<file path="src/rtl/core_bus_arbiter_pkg.sv">
// -----------------------------------------------------------------------------
// core_bus_arbiter_pkg
//   Shared types for the three-master bus arbiter: master identifiers,
//   arbiter FSM state encoding, pipeline hold encoding, and a one-hot helper.
//   No ports; imported by core_bus_arbiter and core_bus_prio_sel.
// -----------------------------------------------------------------------------
package core_bus_arbiter_pkg;

    // Master identifiers double as bit positions in the per-master vectors.
    typedef enum logic [1:0] {
        BUS_M_IF  = 2'd0,
        BUS_M_EX  = 2'd1,
        BUS_M_DBG = 2'd2
    } bus_master_e;

    typedef enum logic [1:0] {
        BUS_ST_IDLE = 2'd0,
        BUS_ST_BUSY = 2'd1,
        BUS_ST_DONE = 2'd2
    } bus_state_e;

    typedef enum logic {
        HOLD_NONE = 1'b0,
        HOLD_PIPE = 1'b1
    } hold_flag_e;

    localparam int BUS_CNT_W = 8;

    function automatic logic [2:0] bus_onehot(input bus_master_e id);
        return 3'b001 << id;
    endfunction

endpackage

</file>
<file path="src/rtl/core_bus_prio_sel.sv">
// -----------------------------------------------------------------------------
// core_bus_prio_sel
//   Combinational winner picker. Debug always wins; between EX and IF the one
//   that was not served last wins when both request.
//   Ports:
//     req       in  3  per-master request, indexed by bus_master_e
//     rr_last   in  2  last EX/IF master that completed an access
//     gnt_id    out 2  winning master (meaningful only with gnt_valid)
//     gnt_valid out 1  at least one master is requesting
// -----------------------------------------------------------------------------
module core_bus_prio_sel
    import core_bus_arbiter_pkg::*;
(
    input  logic [2:0]  req,
    input  bus_master_e rr_last,
    output bus_master_e gnt_id,
    output logic        gnt_valid
);

    // NOTE: every output of an always_comb block gets a default first, so no
    // path through the if/else chain can leave it unassigned and infer a latch.
    always_comb begin
        gnt_valid = |req;
        gnt_id    = BUS_M_IF;
        if (req[BUS_M_DBG]) begin
            gnt_id = BUS_M_DBG;
        end else if (req[BUS_M_EX] && req[BUS_M_IF]) begin
            gnt_id = (rr_last == BUS_M_EX) ? BUS_M_IF : BUS_M_EX;
        end else if (req[BUS_M_EX]) begin
            gnt_id = BUS_M_EX;
        end
    end

endmodule

</file>
<file path="src/rtl/core_bus_arbiter.sv">
// -----------------------------------------------------------------------------
// core_bus_arbiter
//   Shares one slave port between debug (M2), core_ex data (M1) and
//   instruction fetch (M0). A granted request is latched, held on the slave
//   until s_ack_in or timeout, then acknowledged to its owner for one cycle.
//   Ports:
//     clk, rst            clock; asynchronous active-low reset
//     m_req_in/m_we_in    per-master request / write enable ([2]=DBG [1]=EX [0]=IF)
//     m_addr_in           per-master address, master k at [k*ADDR_W +: ADDR_W]
//     m_wdata_in          per-master write data, same packing
//     m_ack_out           one-cycle ack pulse to the owning master
//     m_err_out           with ack: access timed out
//     m_rdata_out         read data, valid with ack, held until next ack
//     s_req_out/s_we_out  slave request / write enable
//     s_addr_out          slave address
//     s_wdata_out         slave write data
//     s_rdata_in/s_ack_in slave read data / single-cycle completion
//     hold_flag_out       to core_ctrl: stall while an EX access is pending
// -----------------------------------------------------------------------------
module core_bus_arbiter
    import core_bus_arbiter_pkg::*;
#(
    parameter int ADDR_W  = 32,
    parameter int DATA_W  = 32,
    parameter int TMO_CYC = 255
) (
    input  logic                clk,
    input  logic                rst,
    input  logic [2:0]          m_req_in,
    input  logic [2:0]          m_we_in,
    input  logic [3*ADDR_W-1:0] m_addr_in,
    input  logic [3*DATA_W-1:0] m_wdata_in,
    output logic [2:0]          m_ack_out,
    output logic                m_err_out,
    output logic [DATA_W-1:0]   m_rdata_out,
    output logic                s_req_out,
    output logic                s_we_out,
    output logic [ADDR_W-1:0]   s_addr_out,
    output logic [DATA_W-1:0]   s_wdata_out,
    input  logic [DATA_W-1:0]   s_rdata_in,
    input  logic                s_ack_in,
    output logic                hold_flag_out
);

    localparam logic [BUS_CNT_W-1:0] TMO_LIM = BUS_CNT_W'(TMO_CYC);

    bus_state_e                 state_q, state_d;
    bus_master_e                id_q, id_d;
    bus_master_e                rr_last_q, rr_last_d;
    logic                       we_q, we_d;
    logic [ADDR_W-1:0]          addr_q, addr_d;
    logic [DATA_W-1:0]          wdata_q, wdata_d;
    logic [DATA_W-1:0]          rdata_q, rdata_d;
    logic                       err_q, err_d;
    logic [BUS_CNT_W-1:0]       cnt_q, cnt_d, cnt_inc;

    bus_master_e                gnt_id;
    logic                       gnt_valid;

    core_bus_prio_sel u_prio_sel (
        .req       (m_req_in),
        .rr_last   (rr_last_q),
        .gnt_id    (gnt_id),
        .gnt_valid (gnt_valid)
    );

    // Saturating busy-cycle count; the timeout fires in the cycle the count
    // reaches TMO_CYC, so s_req_out is high for exactly TMO_CYC cycles.
    assign cnt_inc = (cnt_q == TMO_LIM) ? cnt_q : cnt_q + 1'b1;

    always_comb begin
        state_d   = state_q;
        id_d      = id_q;
        rr_last_d = rr_last_q;
        we_d      = we_q;
        addr_d    = addr_q;
        wdata_d   = wdata_q;
        rdata_d   = rdata_q;
        err_d     = err_q;
        cnt_d     = cnt_q;
        unique case (state_q)
            BUS_ST_IDLE: begin
                if (gnt_valid) begin
                    id_d    = gnt_id;
                    we_d    = m_we_in[gnt_id];
                    addr_d  = m_addr_in[int'(gnt_id)*ADDR_W +: ADDR_W];
                    wdata_d = m_wdata_in[int'(gnt_id)*DATA_W +: DATA_W];
                    cnt_d   = '0;
                    state_d = BUS_ST_BUSY;
                end
            end
            BUS_ST_BUSY: begin
                cnt_d = cnt_inc;
                // Ack is checked first so a same-cycle ack beats the timeout.
                if (s_ack_in) begin
                    rdata_d = we_q ? '0 : s_rdata_in;
                    err_d   = 1'b0;
                    state_d = BUS_ST_DONE;
                end else if (cnt_inc == TMO_LIM) begin
                    rdata_d = '0;
                    err_d   = 1'b1;
                    state_d = BUS_ST_DONE;
                end
            end
            BUS_ST_DONE: begin
                if (id_q != BUS_M_DBG) begin
                    rr_last_d = id_q;
                end
                cnt_d   = '0;
                state_d = BUS_ST_IDLE;
            end
            default: state_d = BUS_ST_IDLE;
        endcase
    end

    // NOTE: sequential state uses non-blocking assignments so every register
    // samples the pre-edge value of the others, independent of statement order.
    always_ff @(posedge clk or negedge rst) begin
        if (!rst) begin
            state_q   <= BUS_ST_IDLE;
            id_q      <= BUS_M_IF;
            rr_last_q <= BUS_M_IF;
            we_q      <= 1'b0;
            addr_q    <= '0;
            wdata_q   <= '0;
            rdata_q   <= '0;
            err_q     <= 1'b0;
            cnt_q     <= '0;
        end else begin
            state_q   <= state_d;
            id_q      <= id_d;
            rr_last_q <= rr_last_d;
            we_q      <= we_d;
            addr_q    <= addr_d;
            wdata_q   <= wdata_d;
            rdata_q   <= rdata_d;
            err_q     <= err_d;
            cnt_q     <= cnt_d;
        end
    end

    // Slave request decodes straight from the state register, so an
    // asynchronous reset drops it without waiting for a clock edge.
    assign s_req_out   = (state_q == BUS_ST_BUSY);
    assign s_we_out    = we_q;
    assign s_addr_out  = addr_q;
    assign s_wdata_out = wdata_q;

    assign m_ack_out   = (state_q == BUS_ST_DONE) ? bus_onehot(id_q) : 3'b000;
    assign m_err_out   = (state_q == BUS_ST_DONE) & err_q;
    assign m_rdata_out = rdata_q;

    // Combinational so the stall releases in the ack cycle itself.
    assign hold_flag_out = (m_req_in[BUS_M_EX] & ~m_ack_out[BUS_M_EX]) ? HOLD_PIPE : HOLD_NONE;

endmodule
</file>
<file path="config.mk">
export PLATFORM = sky130hd
export DESIGN_NAME = core_bus_arbiter
export DESIGN_NICKNAME = d
export VERILOG_FILES = /design/src/rtl/core_bus_arbiter_pkg.sv /design/src/rtl/core_bus_prio_sel.sv /design/src/rtl/core_bus_arbiter.sv
export SDC_FILE = /design/constraint.sdc
export NUM_CORES = 1
export LEC_CHECK = 0
export CELL_PAD_IN_SITES_DETAIL_PLACEMENT = 0
export CELL_PAD_IN_SITES_GLOBAL_PLACEMENT = 1
export CORE_ASPECT_RATIO = 1.2
export CORE_MARGIN = 4
export CORE_UTILIZATION = 28
export CTS_CLUSTER_SIZE = 24
export DETAILED_ROUTE_END_ITERATION = 10
export PLACE_DENSITY_LB_ADDON = 0.1
export SLEW_MARGIN = 20
export SYNTH_ARGS = -nofsm -noshare
export SYNTH_HDL_FRONTEND = slang
export SYNTH_HIERARCHICAL = 1
export SYNTH_SLANG_ARGS = --single-unit
</file>
<file path="constraint.sdc">
create_clock -name clk -period 2.5 [get_ports clk]
set_input_delay 0.375 -clock clk [delete_from_list [all_inputs] [get_ports clk]]
set_output_delay 0.375 -clock clk [all_outputs]
set_load 0.05 [all_outputs]
</file>
* Word-level counts from Yosys, hierarchy flattened *
Cells that the tools add are included.
Widths: inputs -> output; s select.

storage, ports and cells
  memories kept = 0
  RAM bits = 0
  bits in registers = 112
  latch bits = 0
  word-level logic and storage cells = 55
  ROM bits = 0
  input port bits = 233
  output and inout port bits = 103

cells by class
  div/mod/pow operators = 0
  equality and inequality tests = 8
  $add $sub $neg = 1
  muxes and demuxes = 20
  order comparisons = 1
  bitwise logic cells = 3
  reductions and logical operators = 10
  shifts and indexed selects = 3
  multiply operators = 0

operators with widths
  cell                 count
  $shiftx 96x8->32     2
  $mux 32              3
  $pmux 8 s3           1
  $eq 8x8->1 const B   2
  $mux 8               2
  $mux 2               5
  $reduce_and 2->1     5
  $add 8x1->8 const B  1
  $mux 1               6
  $eq 2x1->1 const B   2
  $ne 2x2->1 const B   2
  $pmux 2 s2           1
  $lt 2x3->1 const B   1
  $mux 3               1
  $ne 3x1->1 const B   1
  $reduce_bool 3->1    1
  $reduce_or 3->1      1
  $shl 1x2->3 const A  1
  $and 1x1->1          2
  $bmux 1 s2           1
  $eq 2x2->1 const B   1
  $logic_not 2->1      1
  $reduce_bool 2->1    1
  $logic_and 1x1->1    1
  $not 1->1            1

* Logic depth before layout (Yosys ltp) *
  word-level depth = 6
  mapped depth = 8
  depth with buffers taken out = 5

* Cells and area by module *
The synthesis kept the hierarchy.

modules (own cells, without submodules)
  module             cells an instance  times used  seq. area each (um^2)  area an instance (um^2)
  core_bus_arbiter   723                1           2802.7                 6279.8
  core_bus_prio_sel  5                  1           0.0                    30.0

* Least setup slack after synthesis *
No wires, ideal clock.

  path type = reg2out
  start = register state_q[1]
  end = output hold_flag_out
  path slack = 0.234 ns
  arrival = 1.891 ns
  buffers on the path = 1
  required time = 2.125 ns
  stages on the path, launching flop included = 6
  cell sequence = dfrtp_1 -> buf_2 -> nor2b_1 -> nor2b_1 -> and2_1 -> nor2b_1

on the way
  cells in the longest elaborated chain, start to end = 5

RTL lines
  what                    RTL line                 RTL
  from (decl)             core_bus_arbiter.sv:47   bus_state_e state_q, state_d;
  from (signal assigned)  core_bus_arbiter.sv:130  state_q <= state_d;
  $eq 2x2->1              core_bus_arbiter.sv:149  assign m_ack_out = (state_q == BUS_ST_DONE) ? bus_onehot(id_q) : 3'b000;
  $mux 3                  core_bus_arbiter.sv:149
  named net m_ack_out[1]  core_bus_arbiter.sv:33   output logic [2:0] m_ack_out,
  $not 1->1               core_bus_arbiter.sv:154  assign hold_flag_out = (m_req_in[BUS_M_EX] & ~m_ack_out[BUS_M_EX]) ? HOLD_PIPE : HOLD_NONE;
  $and 1x1->1             core_bus_arbiter.sv:154
  $mux 1                  core_bus_arbiter.sv:154
  to (decl)               core_bus_arbiter.sv:42   output logic hold_flag_out

The timed path passes the listed nets, and every way through them passes these cells.

* Final worst setup path *
  start = register state_q[1]
  end = output s_req_out

on the way
  cells in the longest elaborated chain, start to end = 1

RTL lines
  what        RTL line                 RTL
  $eq 2x1->1  core_bus_arbiter.sv:144  assign s_req_out = (state_q == BUS_ST_BUSY);
  to (decl)   core_bus_arbiter.sv:36   output logic s_req_out,

Every way passes these cells.

==> results.md <==
- Status: finished clean
- Top_reg_cell synth: dfrtp_1
- Placer Congestion: 0.818
- Slew margin rel.: between 40% and 50%
- DRC errors left: 0
- Share of layout cells above drive strength 1: 5.41%
- Drt initial violations: roughly 330
- Post-cts hold buffer count: 1
- Die height: approximately 170 microns
- Post-cts gate resize count: 0
- Vias in the first global route: 6412
- Final HPWL DP: about 18000 microns
- Multi-input gate area: about 3200 sq um
- Sequential-to-total area share from yosys stat: 44.4%
- Htree depth: 3
- Period utilization: around 95%
- Pins over their slew limit: 0
- Actual slew at the worst max-slew pin: approximately 800 ps
- Reg-to-Reg Start: cnt_q[0]
- Ys Warns: 6
- Worst Reg-to-Reg Cells: 6
- # IOs: between 300 and 400
- Sink Count: ~110
- Fillcell total: around 2.1k
- Leakage: approximately 4.2 nW
- Seq cells post-synth: between 100 and 150
- DR WL/cell: 18.5 microns
- Die W: about 150 microns
- Die area: 25000 sq um
- DR pass1 iterations: 4
- Post-synth EDFFs: 0
- VDD IR-drop max: slightly below 0.5 mV
- Crit-path max FO: 16
- Max Fclk: around 420 MHz
- Arrival @ worst endpoint: roughly 2000 ps
- Syn nets: ~960
- CP Launch Point: state_q[1]
- Pwr dens: 1200 nW/um^2
- Fin Clk Skew: between 10 and 15 ps
- Initial antenna violation count: 0
- Clk slew on worst S/H paths: ~70 ps
- Post-route setup TNS: 0 ps
- Global Route Usage Sum: 18.4%
- Final Hold Violating Endpoints: 0
- Synth cell types: 47
- Routed Antenna Nets: 0
- Reg area: 2800 sq um
- Worst hold path class: primary input to asynchronous set/reset pin
- Synth Area per Inst: between 8 and 9 sq um
- RSZ-0062 raised after global routing: false
- MaxCap Viol Count: 0
- Bufs on Longest Clock Path: 2
- Post-CTS Setup Bufs: 0
- Core Box Area: ~22000 sq um
- CP Capture Type: primary output
- Post-Route WL: ~24000 microns
- CTS Buf Count: 9
- RR Endpoint: m_rdata_out[10]
- Area after DPL: ~10000 sq um
- CTS root buffer: clkbuf_16
- Post-Syn Area: about 6300 sq um
- Final core occ: between 40% and 50%
- I/O Buffers: between 300 and 400
- Finished Cell Area: 10400 sq um
- CTS tree: done
- Layout area overhead: 64.0%
- Final setup fails: 0
- Crit path launch type: flip-flop
- Num rows: 59
- Worst-Skew Late Latency: 350 ps
- First-pass GRT wire length: 36700 microns
- Largest net degree at the start of global routing: 105
- GRT Residual Overflow: 0
- Cells after synthesis: roughly 730
- Setup CP Type: flip-flop to primary output
- Antenna diodes: 0
- FF-to-FF setup slack: 560 ps
- Detailed-route vias per instance: 4.98
- Min Tclk post-route: roughly 2400 ps
- Initial Utilization: 28.8%
- Worst Path Required: 2120 ps
- Async SR Flop Fraction: between 90% and 100%
- DR vias: 6522
- Nets: roughly 1.3k
## where the power goes
part / internal [mW] / switching, mW
Combinational: 2.72 / 4.88
Clock: 0.784 / 0.705
Sequential: 2.66 / 0.654
## worst max-delay path, stage by stage (launching register included)
cell and delay, ps:
dfrtp_1 450, nand2b_1 670, inv_1 300, buf_12 240
## worst max-delay path by stage
stage                      end  slack [ps]  depth (start not counted)
2_1_floorplan    hold_flag_out         230                          5
3_3_place_gp   s_wdata_out[31]         190                          6
3_5_place_dp    s_addr_out[29]         120                          6
4_1_cts              s_req_out          70                          3
5_1_grt              s_req_out           6                          3
6_report             s_req_out         120                          3
## cell usage in the layout (no fill, tap or decap), types with 3 or more instances in the layout
| cell | count |
|---|---|
| o211ai_1 | 32 |
| o22ai_1 | 5 |
| a21oi_1 | 136 |
| inv_1 | 8 |
| buf_4 | 20 |
| buf_12 | 12 |
| mux2i_1 | 65 |
| nor3_1 | 5 |
| nand2_1 | 40 |
| nor2b_1 | 3 |
| dfrtp_1 | 112 |
| clkbuf_16 | 9 |
| clkdlybuf4s50_1 | 327 |
| nor2_1 | 136 |
| and2_1 | 3 |
| nand3_1 | 5 |
| nand4_1 | 35 |
| o21ai_0 | 3 |
| a31oi_1 | 5 |
| a22oi_1 | 32 |
## sequential cells by signal (all words and copies together) (netlist names)
name,count
m_rdata_out,32
s_addr_out,32
s_wdata_out,32
cnt_q,8
id_q,2
rr_last_q,2
state_q,2
err_q,1
s_we_out,1
## cell usage after synthesis (2+ instances only)
master    instances  share of area, %
nand4_1          35               3.5
nand2b_1          2              0.20
nor3b_1           2              0.24
clkbuf_1         41               2.4
and2_1            3              0.30
nor3_1            5              0.40
a31oi_1           5              0.50
or3_1             2              0.20
a21oi_1         136                11
nand3_1           5              0.40
buf_6             4              0.71
o21ai_1           2              0.16
nor4_1            2              0.20
mux2i_1          65                10
o311ai_0          2              0.28
o21ai_0           3              0.24
o22ai_1           5              0.50
nor4b_1           2              0.28
mux2_2            2              0.36
inv_1             9              0.54
dfrtp_1         112                44
buf_1             6              0.36
nand2_1          40               2.4
nor2b_1           4              0.40
nor2_1          136               8.1
buf_2            15               1.2
o211ai_1         32               3.8
a22oi_1          32               3.8
## per-layer routing
| layer | vias to the layer above | GRT usage [%] | routed length, microns |
|---|---|---|---|
| met5 | - | 0 | 0 |
| met4 | 0 | 5.50 | 467 |
| met3 | 23 | 5.58 | 1950 |
| met2 | 241 | 32.1 | 12100 |
| met1 | 3036 | 22.3 | 9690 |
| li1 | 3222 | - | - |
## cell families after synthesis
logic type | synth area share (%)
multiplexers | 10.7
flip-flops | 44.4
adder cells (fa/ha/maj) | 0.198
buffers and inverters | 5.43
AND/OR/NAND/NOR | 17.8
AO/OA/AOI/OAI | 21.5
## final cells by class
class	instances	area share [%]
clock buffer	10	2.21
timing repair buffer	360	35.5
inverter	9	0.326
sequential	112	27.1
multi-input combinational	539	30.9
tap	274	3.31
clock inverter	6	0.653
## through the flow
step	std cells	setup WS (ps)	hold slack [ps]	total power [mW]
final	1310	120	515	12.4
after CTS	1310	74.4	520	12.6
after detailed placement	1293	119	354	11.0
after global placement	1293	187	353	11.0
after floorplan	728	234	79.4	8.11
after global routing	1310	5.66	544	13.2
Note: power is estimated with default switching activity, not from simulation.
